--- src/rtl/counter_scheduler_if.sv ---
// Request/grant bundle between requesting control logic and the counter scheduler.
// master = requester side, slave = scheduler side.
interface counter_scheduler_if #(
    parameter int WIDTH = 4
);
    logic [3:0]         req;
    logic [4*WIDTH-1:0] tc_in;
    logic               abort;
    logic [3:0]         gnt;
    logic               busy;
    logic [WIDTH-1:0]   cnt;
    logic [3:0]         done;

    modport master (
        output req, tc_in, abort,
        input  gnt, busy, cnt, done
    );

    modport slave (
        input  req, tc_in, abort,
        output gnt, busy, cnt, done
    );
endinterface

--- src/rtl/counter_scheduler.sv ---
// Round-robin owner of one shared up-counter across four requesters.
// Each grant counts 0..tc, then pulses done to the owner.
module counter_scheduler #(
    parameter int WIDTH = 4
) (
    input  logic               clk,
    input  logic               rst_n,
    counter_scheduler_if.slave bus
);
    typedef enum logic [1:0] {S_IDLE, S_RUN, S_DONE} state_t;

    state_t           r_state, w_state_nxt;
    logic [3:0]       r_gnt, w_gnt_nxt;
    logic [3:0]       r_done, w_done_nxt;
    logic [WIDTH-1:0] r_cnt, w_cnt_nxt;
    logic [WIDTH-1:0] r_tc, w_tc_nxt;
    logic [1:0]       r_ptr, w_ptr_nxt;
    logic [1:0]       r_owner, w_owner_nxt;

    logic             w_found;
    logic [1:0]       w_win;
    logic [1:0]       w_idx;

    // Search starts one past the last owner so every requester gets a turn.
    always_comb begin
        w_found = 1'b0;
        w_win   = r_ptr;
        w_idx   = r_ptr;
        for (int k = 1; k <= 4; k++) begin
            w_idx = r_ptr + 2'(k);
            if (!w_found && bus.req[w_idx]) begin
                w_found = 1'b1;
                w_win   = w_idx;
            end
        end
    end

    always_comb begin
        w_state_nxt = r_state;
        w_gnt_nxt   = r_gnt;
        w_done_nxt  = '0;
        w_cnt_nxt   = r_cnt;
        w_tc_nxt    = r_tc;
        w_ptr_nxt   = r_ptr;
        w_owner_nxt = r_owner;
        case (r_state)
            S_IDLE: begin
                w_gnt_nxt = '0;
                w_cnt_nxt = '0;
                if (w_found) begin
                    w_owner_nxt = w_win;
                    w_tc_nxt    = bus.tc_in[w_win*WIDTH +: WIDTH];
                    w_gnt_nxt   = 4'(1) << w_win;
                    w_state_nxt = S_RUN;
                end
            end
            S_RUN: begin
                // Cancel and withdrawal both drop the run silently.
                if (bus.abort || !bus.req[r_owner]) begin
                    w_state_nxt = S_IDLE;
                    w_gnt_nxt   = '0;
                    w_cnt_nxt   = '0;
                    w_ptr_nxt   = r_owner;
                end else if (r_cnt == r_tc) begin
                    w_state_nxt = S_DONE;
                    w_gnt_nxt   = '0;
                    w_done_nxt  = r_gnt;
                end else begin
                    w_cnt_nxt = r_cnt + 1'b1;
                end
            end
            S_DONE: begin
                w_state_nxt = S_IDLE;
                w_gnt_nxt   = '0;
                w_cnt_nxt   = '0;
                w_ptr_nxt   = r_owner;
            end
            default: begin
                w_state_nxt = S_IDLE;
                w_gnt_nxt   = '0;
                w_cnt_nxt   = '0;
            end
        endcase
    end

    always_ff @(posedge clk or negedge rst_n) begin
        if (!rst_n) begin
            r_state <= S_IDLE;
            r_gnt   <= '0;
            r_done  <= '0;
            r_cnt   <= '0;
            r_tc    <= '0;
            r_ptr   <= 2'd3;
            r_owner <= '0;
        end else begin
            r_state <= w_state_nxt;
            r_gnt   <= w_gnt_nxt;
            r_done  <= w_done_nxt;
            r_cnt   <= w_cnt_nxt;
            r_tc    <= w_tc_nxt;
            r_ptr   <= w_ptr_nxt;
            r_owner <= w_owner_nxt;
        end
    end

    assign bus.gnt  = r_gnt;
    assign bus.done = r_done;
    assign bus.cnt  = r_cnt;
    assign bus.busy = (r_state == S_RUN) || (r_state == S_DONE);
endmodule

--- src/flat_wrapper.sv ---
// flat-port wrapper written by rule: the top's interface ports become plain ports
module counter_scheduler_flat 
#(
    parameter int WIDTH = 4
)
  (clk, rst_n, bus_req, bus_tc_in, bus_abort, bus_gnt, bus_busy, bus_cnt, bus_done);
  counter_scheduler_if #(.WIDTH(WIDTH)) bus_i ();
  input  logic clk;
  input  logic rst_n;
  input wire logic [$bits(bus_i.req)-1:0] bus_req;
  input wire logic [$bits(bus_i.tc_in)-1:0] bus_tc_in;
  input wire logic [$bits(bus_i.abort)-1:0] bus_abort;
  output wire logic [$bits(bus_i.gnt)-1:0] bus_gnt;
  output wire logic [$bits(bus_i.busy)-1:0] bus_busy;
  output wire logic [$bits(bus_i.cnt)-1:0] bus_cnt;
  output wire logic [$bits(bus_i.done)-1:0] bus_done;
  assign bus_i.req = bus_req;
  assign bus_i.tc_in = bus_tc_in;
  assign bus_i.abort = bus_abort;
  assign bus_gnt = bus_i.gnt;
  assign bus_busy = bus_i.busy;
  assign bus_cnt = bus_i.cnt;
  assign bus_done = bus_i.done;
  counter_scheduler #(.WIDTH(WIDTH)) u_core (.clk(clk), .rst_n(rst_n), .bus(bus_i));
endmodule
--- config.mk ---
export PLATFORM = sky130hd
export DESIGN_NAME = counter_scheduler_flat
export DESIGN_NICKNAME = d
export VERILOG_FILES = /design/src/rtl/counter_scheduler_if.sv /design/src/rtl/counter_scheduler.sv /design/src/flat_wrapper.sv
export SDC_FILE = /design/constraint.sdc
export NUM_CORES = 1
export LEC_CHECK = 0
export CAP_MARGIN = 0
export CORE_ASPECT_RATIO = 2
export CORE_MARGIN = 3
export CORE_UTILIZATION = 32
export DETAILED_ROUTE_END_ITERATION = 8
export GPL_ROUTABILITY_DRIVEN = 0
export PLACE_DENSITY_LB_ADDON = 0.25
export SLEW_MARGIN = 30
export SYNTH_ARGS = -nofsm -noshare
export SYNTH_HDL_FRONTEND = slang
export SYNTH_SLANG_ARGS = --single-unit
--- constraint.sdc ---
create_clock -name clk -period 1.9 [get_ports clk]
set_clock_uncertainty 0.2 [all_clocks]
set_input_delay 0.475 -clock clk [delete_from_list [all_inputs] [get_ports clk]]
set_output_delay 0.475 -clock clk [all_outputs]
set_load 0.03 [all_outputs]
==> results_dict.tcl, run 1 <==
set metrics [dict create \
    ctsHoldBuffers 0 \
    switchingPower_mw 1.02 \
    combPwrFrac 0.586 \
    vias 1095 \
    gr-total-overflow 0 \
    synth_cell_types 36 \
    status "finished, violations left" \
    path_class "flip-flop to flip-flop" \
    wirelength_um 2900 \
    synth.mux.area_fraction 0.124 \
    netlist_instances 114 \
    antenna_found_initial 0 \
    rows 31 \
    drtIter0Drc 13 \
    setup_viol 4 \
    slew_violations 0 \
    fin_crit_sh 1.04 \
    slew_headroom 0.799 \
    grt.total_usage 0.135 \
    rsz0062_at_grt "true" \
    final_hold_viol_count 0 \
    sequentialPowerShare 0.288 \
    synth_warnings 0 \
    switching_share 0.382 \
    via_per_inst 4.91 \
    hp-start "u_core.r_tc[2]$_DFFE_PN0P_" \
    pwr-share-clk 0.126 \
    synth_nets 141 \
    crit_fanout 7 \
    cts_sinks 22 \
    synth_top_family_by_area "simple AND/OR/NAND/NOR gates" \
    grt_pass1_wl_um 4880 \
    fin_crit_ns 1.98 \
    synth-edff-count 0 \
    htree_levels 1 \
    setup.worst_path.start "u_core.r_ptr[0]$_DFFE_PN1P_" \
    synthFlopType "dfrtp_1" \
    cts_tree "yes" \
    clk_latency_ns 0.26 \
    numCtsBuffers 3 \
    ir_drop_v 0.000779 \
    place_hpwl_um 2290 \
    synth_compound_gate_area_share 0.126 \
    synth-async-reset-ratio 1.00 \
    worstSetupEndpointType "flip-flop" \
    cts_buffer_depth 2 \
    synthAdderAreaFrac 0.0415 \
    die_w_um 49.4 \
    cts_root_buf "clkbuf_8" \
    post-layout-total-power_mw 2.68 \
    wl_per_cell_um 13.0 \
    port_buffers 35 \
    cp.required_ns 1.83 \
    layout-drive-gt1-share 0.305 \
    failed_checks "setup timing" \
    drt_first_pass_iters 4 \
    n_antenna_cell 0 \
    core_um2 3610 \
    cp.arrival_ns 1.91 \
    p_leak_nw 0.912 \
    clkTransAtPathRegs_ns 0.08 \
    worst_pin_slew_ns 0.303 \
    maxCapViolCount 0 \
    finalCoreUtilization 0.524 \
    drtAntennaViolNets 0 \
    grt_pass1_vias 1096 \
    yosysSeqAreaShare 0.459 \
    r2r_setup_slack_ns -0.08 \
    num-nets-final 202 \
    hold_class "flip-flop to flip-flop" \
    die_h_um 92.8 \
    pin_count 36 \
    synth_xor_xnor_area_share 0.0508 \
    drc 0 \
    syn_area_um2 1210 \
    grt_max_degree 23 \
    dieArea_um2 4590 \
    internal-power_mw 1.65 \
    fin_setup_tns_ns -0.222 \
    start_kind "flip-flop" \
    timing.rr.start "u_core.r_ptr[0]$_DFFE_PN1P_" \
    p_per_area_nw_per_um2 1420 \
    syn_area_per_cell_um2 10.6 \
    start_util 0.334 \
    fin_area_um2 1890 \
    timing.fmax_mhz 505 \
    setup_slack_ns -0.0820 \
    synthSimpleGateAreaFrac 0.161 \
    area_growth_pct 56.7 \
    ys_ff_latch 22 \
    place_area_um2 1750 \
]
[power groups by stage]
stage / clock [mW] / sequential (mW) / combinational [mW]
after floorplan: 0 / 0.843 / 0.779
after global placement: 0 / 0.775 / 1.34
after detailed placement: 0 / 0.778 / 1.37
after CTS: 0.343 / 0.772 / 1.51
after global routing: 0.365 / 0.796 / 1.70
final: 0.337 / 0.770 / 1.57
[synth_stat cells, types with 2 or more instances]
| cell type | instances | area [µm²] |
|---|---|---|
| nor2_1 | 10 | 37.5 |
| o21ai_0 | 5 | 25.0 |
| and2_1 | 2 | 12.5 |
| nand2_1 | 9 | 33.8 |
| xnor2_1 | 5 | 43.8 |
| mux2_2 | 4 | 45.0 |
| xor2_1 | 2 | 17.5 |
| ha_1 | 4 | 50.1 |
| mux2i_1 | 9 | 90.1 |
| o221ai_1 | 4 | 35.0 |
| nand3b_1 | 3 | 22.5 |
| dfstp_2 | 2 | 52.6 |
| inv_1 | 7 | 26.3 |
| a21oi_1 | 2 | 10.0 |
| nand4_1 | 2 | 12.5 |
| nand2b_1 | 2 | 12.5 |
| dfrtp_1 | 20 | 500 |
| o211ai_1 | 2 | 15.0 |
| nor3_1 | 3 | 15.0 |
[logic make-up after synthesis]
group                    Yosys count
adder cells (fa/ha/maj)            4
flip-flops                        22
multiplexers                      14
XOR/XNOR                           7
AO/OA/AOI/OAI                     20
buffers and inverters              9
AND/OR/NAND/NOR                   38
[stage by stage]
step,hold slack (ns),cells,setup WS (ns)
after floorplan,-0.0206,114,-0.0318
after global placement,0.306,213,-0.493
after detailed placement,0.294,213,-0.546
after CTS,0.317,220,-0.104
after global routing,0.354,223,-0.158
final,0.326,223,-0.0820
[cells in the final DEF, fill, tap and decap left out, drive strengths merged]
master / instances
a211o: 2
a21boi: 1
a21oi: 2
a22oi: 1
and2: 2
buf: 24
clkbuf: 5
clkdlybuf4s15: 1
clkdlybuf4s50: 18
dfrtp: 20
dfstp: 2
dlygate4sd2: 14
ha: 4
inv: 7
mux2: 5
mux2i: 9
nand2: 10
nand2b: 2
nand3: 1
nand3b: 3
nand4: 2
nor2: 10
nor2b: 2
nor3: 3
nor4: 1
o211ai: 2
o21a: 1
o21ai: 6
o221ai: 4
o22ai: 1
or2b: 1
or4: 1
xnor2: 5
xor2: 2
[what timing repair did]
item                                    CTS  global route
resized for setup                        26            10
pin swaps                                 7             3
endpoints found under the setup margin   34            15
cloned                                    1             0
setup buffers                             2             4
[state kept, by name, indices dropped and copies added (netlist names)]
register         cells
u_core.bus.done      4
u_core.bus.cnt       4
u_core.r_ptr         2
u_core.r_tc          4
u_core.bus.gnt       4
u_core.r_state       2
u_core.r_owner       2
[final timing paths]
kind                       depth (start not counted)                             to
min in group asynchronous                          2  u_core.r_state[1]$_DFFE_PN0P_
hold / removal                                     2     u_core.r_tc[2]$_DFFE_PN0P_
setup reg to reg                                   6     u_core.r_tc[0]$_DFFE_PN0P_
max in group asynchronous                          2    u_core.r_ptr[0]$_DFFE_PN1P_
hold reg to reg                                    2     u_core.r_tc[2]$_DFFE_PN0P_
setup / recovery                                   6     u_core.r_tc[0]$_DFFE_PN0P_
[layout make-up]
class | count | area [µm²]
Sequential cell | 22 | 558
Timing Repair Buffer | 58 | 531
Multi-Input combinational cell | 83 | 659
Fill cell | 338 | 1720
Inverter | 7 | 26.3
Clock buffer | 4 | 55.1
Tap cell | 49 | 61.3
[worst max-delay path: stages, from the launching register on]
cell and delay, ns:
dfstp_2 0.57, nor2b_4 0.04, a211o_1 0.26, a22oi_4 0.27
buf_12 0.16, mux2i_1 0.19, o221ai_1 0.15
[per-layer routing]
| layer | share of wire | global-route usage | vias up |
|---|---|---|---|
| li1 | - | - | 525 |
| met4 | 0.022 | 0.0554 | 0 |
| met3 | 0.056 | 0.0274 | 6 |
| met1 | 0.35 | 0.137 | 522 |
| met5 | 0 | 0 | - |
| met2 | 0.57 | 0.259 | 42 |
Note: power is estimated with default switching activity, not from simulation.
==> run 2, diff against run 1 <==
--- a/config.mk
+++ b/config.mk
@@ -5,9 +5,10 @@
 export SDC_FILE = /design/constraint.sdc
 export NUM_CORES = 1
 export LEC_CHECK = 0
+export ABC_CLOCK_PERIOD_IN_PS = 2250
 export CAP_MARGIN = 0
 export CORE_ASPECT_RATIO = 2
-export CORE_MARGIN = 3
+export CORE_MARGIN = 4
 export CORE_UTILIZATION = 32
 export DETAILED_ROUTE_END_ITERATION = 8
 export GPL_ROUTABILITY_DRIVEN = 0
==> constraint.sdc (replaced) <==
create_clock -name clk -period 2.25 [get_ports clk]
set_clock_uncertainty 0.2 [all_clocks]
set_input_delay 0.5625 -clock clk [delete_from_list [all_inputs] [get_ports clk]]
set_output_delay 0.5625 -clock clk [all_outputs]
set_load 0.03 [all_outputs]
==> run 2 against run 1 <==
- the flow now finishes without violations
- clock power decreased by 17%
- flip-flop and latch count unchanged
- register-to-register slack gained 0.35 ns
- core utilization fell by 2.1 points
- global-route usage increased by 0.61 points
- critical path type is now flip-flop to output pin
- power decreased by 21%
- die area is 6.3% higher
- critical endpoint is now bus_cnt[2]
- clock-buffer cell count unchanged
- worst hold slack worse by 0.0042 ns
- first-iteration DRC count fell by 23%
- worst setup slack improved by 0.16 ns
==> results_dict.tcl, run 2 (synthesis results as in run 1) <==
set metrics [dict create \
    cp.arrival_ns 1.41 \
    hp-start "u_core.r_tc[3]$_DFFE_PN0P_" \
    vias 1037 \
    whs_ns 0.322 \
    final_cell_mix "clkdlybuf4s50_1, dfrtp_1, buf_4" \
    cts_sinks 22 \
    grt_max_degree 23 \
    cp_cell_sequence "clkdlybuf4s50_1" \
    layout-drive-gt1-share 0.213 \
    drtIter0Drc 10 \
    grt.total_usage 0.141 \
    htree_levels 1 \
    port_buffers 35 \
    via_per_inst 4.76 \
    cp_top_family "buffers and inverters" \
    antenna_found_initial 0 \
    num-nets-final 197 \
    wirelength_um 3140 \
    p_leak_nw 0.870 \
    grt_pass1_wl_um 5230 \
    n_antenna_cell 0 \
    hold_class "flip-flop to flip-flop" \
    fin_area_um2 1830 \
    ctsHoldBuffers 0 \
    post-layout-total-power_mw 2.11 \
    place_hpwl_um 2550 \
    stdcell_count 218 \
    drc 0 \
    rsz0062_at_grt "false" \
    timing.rr.start "u_core.r_ptr[0]$_DFFE_PN1P_" \
    cts_root_buf "clkbuf_8" \
    drtAntennaViolNets 0 \
    numCtsBuffers 3 \
    path_class "flip-flop to output pin" \
    start_util 0.331 \
    internal-power_mw 1.30 \
    pwr-share-clk 0.133 \
    combPwrFrac 0.553 \
    setup_viol 0 \
    dieArea_um2 4870 \
    grt_pass1_vias 1187 \
    ir_drop_v 0.000625 \
    cp_num_buf_inv 1 \
    critical_path.max_stage_delay_ns 0.71 \
    worst_pin_slew_ns 0.383 \
    maxCapViolCount 0 \
    status "completed" \
    die_w_um 51.4 \
    fin_crit_ns 2.17 \
    final_common_cell "clkdlybuf4s50_1" \
    wl_per_cell_um 14.4 \
    slew_violations 0 \
    place_area_um2 1750 \
    gr-total-overflow 0 \
    core_um2 3650 \
    postCtsSetupBuffers 0 \
    cts_buffer_depth 2 \
    setup.worst_path.start "u_core.bus.cnt[2]$_DFFE_PN0P_" \
    fin_setup_tns_ns 0 \
    p_per_area_nw_per_um2 1150 \
    switchingPower_uw 812 \
    pin_count 36 \
    fin_crit_sh 0.964 \
    clkTransAtPathRegs_ns 0.07 \
    sequentialPowerShare 0.314 \
    timing.fmax_mhz 461 \
    worstSetupEndpointType "output pin" \
    final_hold_viol_count 0 \
    cp.required_ns 1.49 \
    area_growth_pct 52.1 \
    cp_slowest_cell "clkdlybuf4s50_1" \
    crit_fanout 4 \
    rows 31 \
    start_kind "flip-flop" \
    slew_headroom 0.743 \
    switching_share 0.384 \
    drt_first_pass_iters 3 \
    clk_latency_ns 0.26 \
    dp_cells 214 \
    die_h_um 94.8 \
    cts_tree "yes" \
]
run 2: changes by cell type in the layout (fill, tap and decap cells not counted), sizes merged:
cell and delta:
dlygate4sd2 -12, clkdlybuf4s15 -1, buf -6, clkdlybuf4s50 +11
dlymetal6s2s +4, clkbuf -1
run 2: what timing repair did:
item	4_1_cts	5_1_grt
setup endpoints to repair	7	12
gates resized for setup	2	10
pin swaps	0	3
run 2: final timing paths:
path	end	slack (ns)	depth (start not counted)
max	bus_cnt[2]	0.08	1
max in group asynchronous	u_core.r_ptr[0]$_DFFE_PN1P_	1.13	2
min reg2reg	u_core.r_tc[3]$_DFFE_PN0P_	0.32	2
min	u_core.r_tc[3]$_DFFE_PN0P_	0.32	2
min in group asynchronous	u_core.bus.done[1]$_DFF_PN0_	0.44	2
max reg2reg	u_core.r_tc[0]$_DFFE_PN0P_	0.27	6
run 2: cell type report:
type                       instances  area [µm²]
tap                               49        61.3
inverter                           7        26.3
fill                             361        1810
sequential                        22         553
timing repair buffer              53         509
clock buffer                       4        55.1
multi-input combinational         83         629
run 2: metrics by stage:
step,util,worst slack (ns)
2_1_floorplan,-,0.213
3_3_place_gp,0.479,-0.273
3_5_place_dp,0.479,-0.314
4_1_cts,0.493,-0.00953
5_1_grt,0.503,0.0360
6_report,0.503,0.0810
run 2: power by group through the flow:
stage	clock (mW)	sequential, mW	combinational (mW)
after floorplan	0	0.707	0.655
after global placement	0	0.662	1.14
after detailed placement	0	0.667	1.16
after CTS	0.283	0.661	1.16
after global routing	0.300	0.681	1.29
final	0.281	0.663	1.17
run 2: tightest hold or removal path, stage by stage (launching register included):
cell,delay [ns]
dfrtp_1,0.37
nand2_1,0.06
o221ai_1,0.06
run 2: per-layer routing:
metal,up-vias,part of all wire,GRT usage
met1,500,0.35,0.137
met5,-,0,0
met2,17,0.61,0.287
met3,7,0.023,0.0158
met4,0,0.022,0.0503
li1,513,-,-
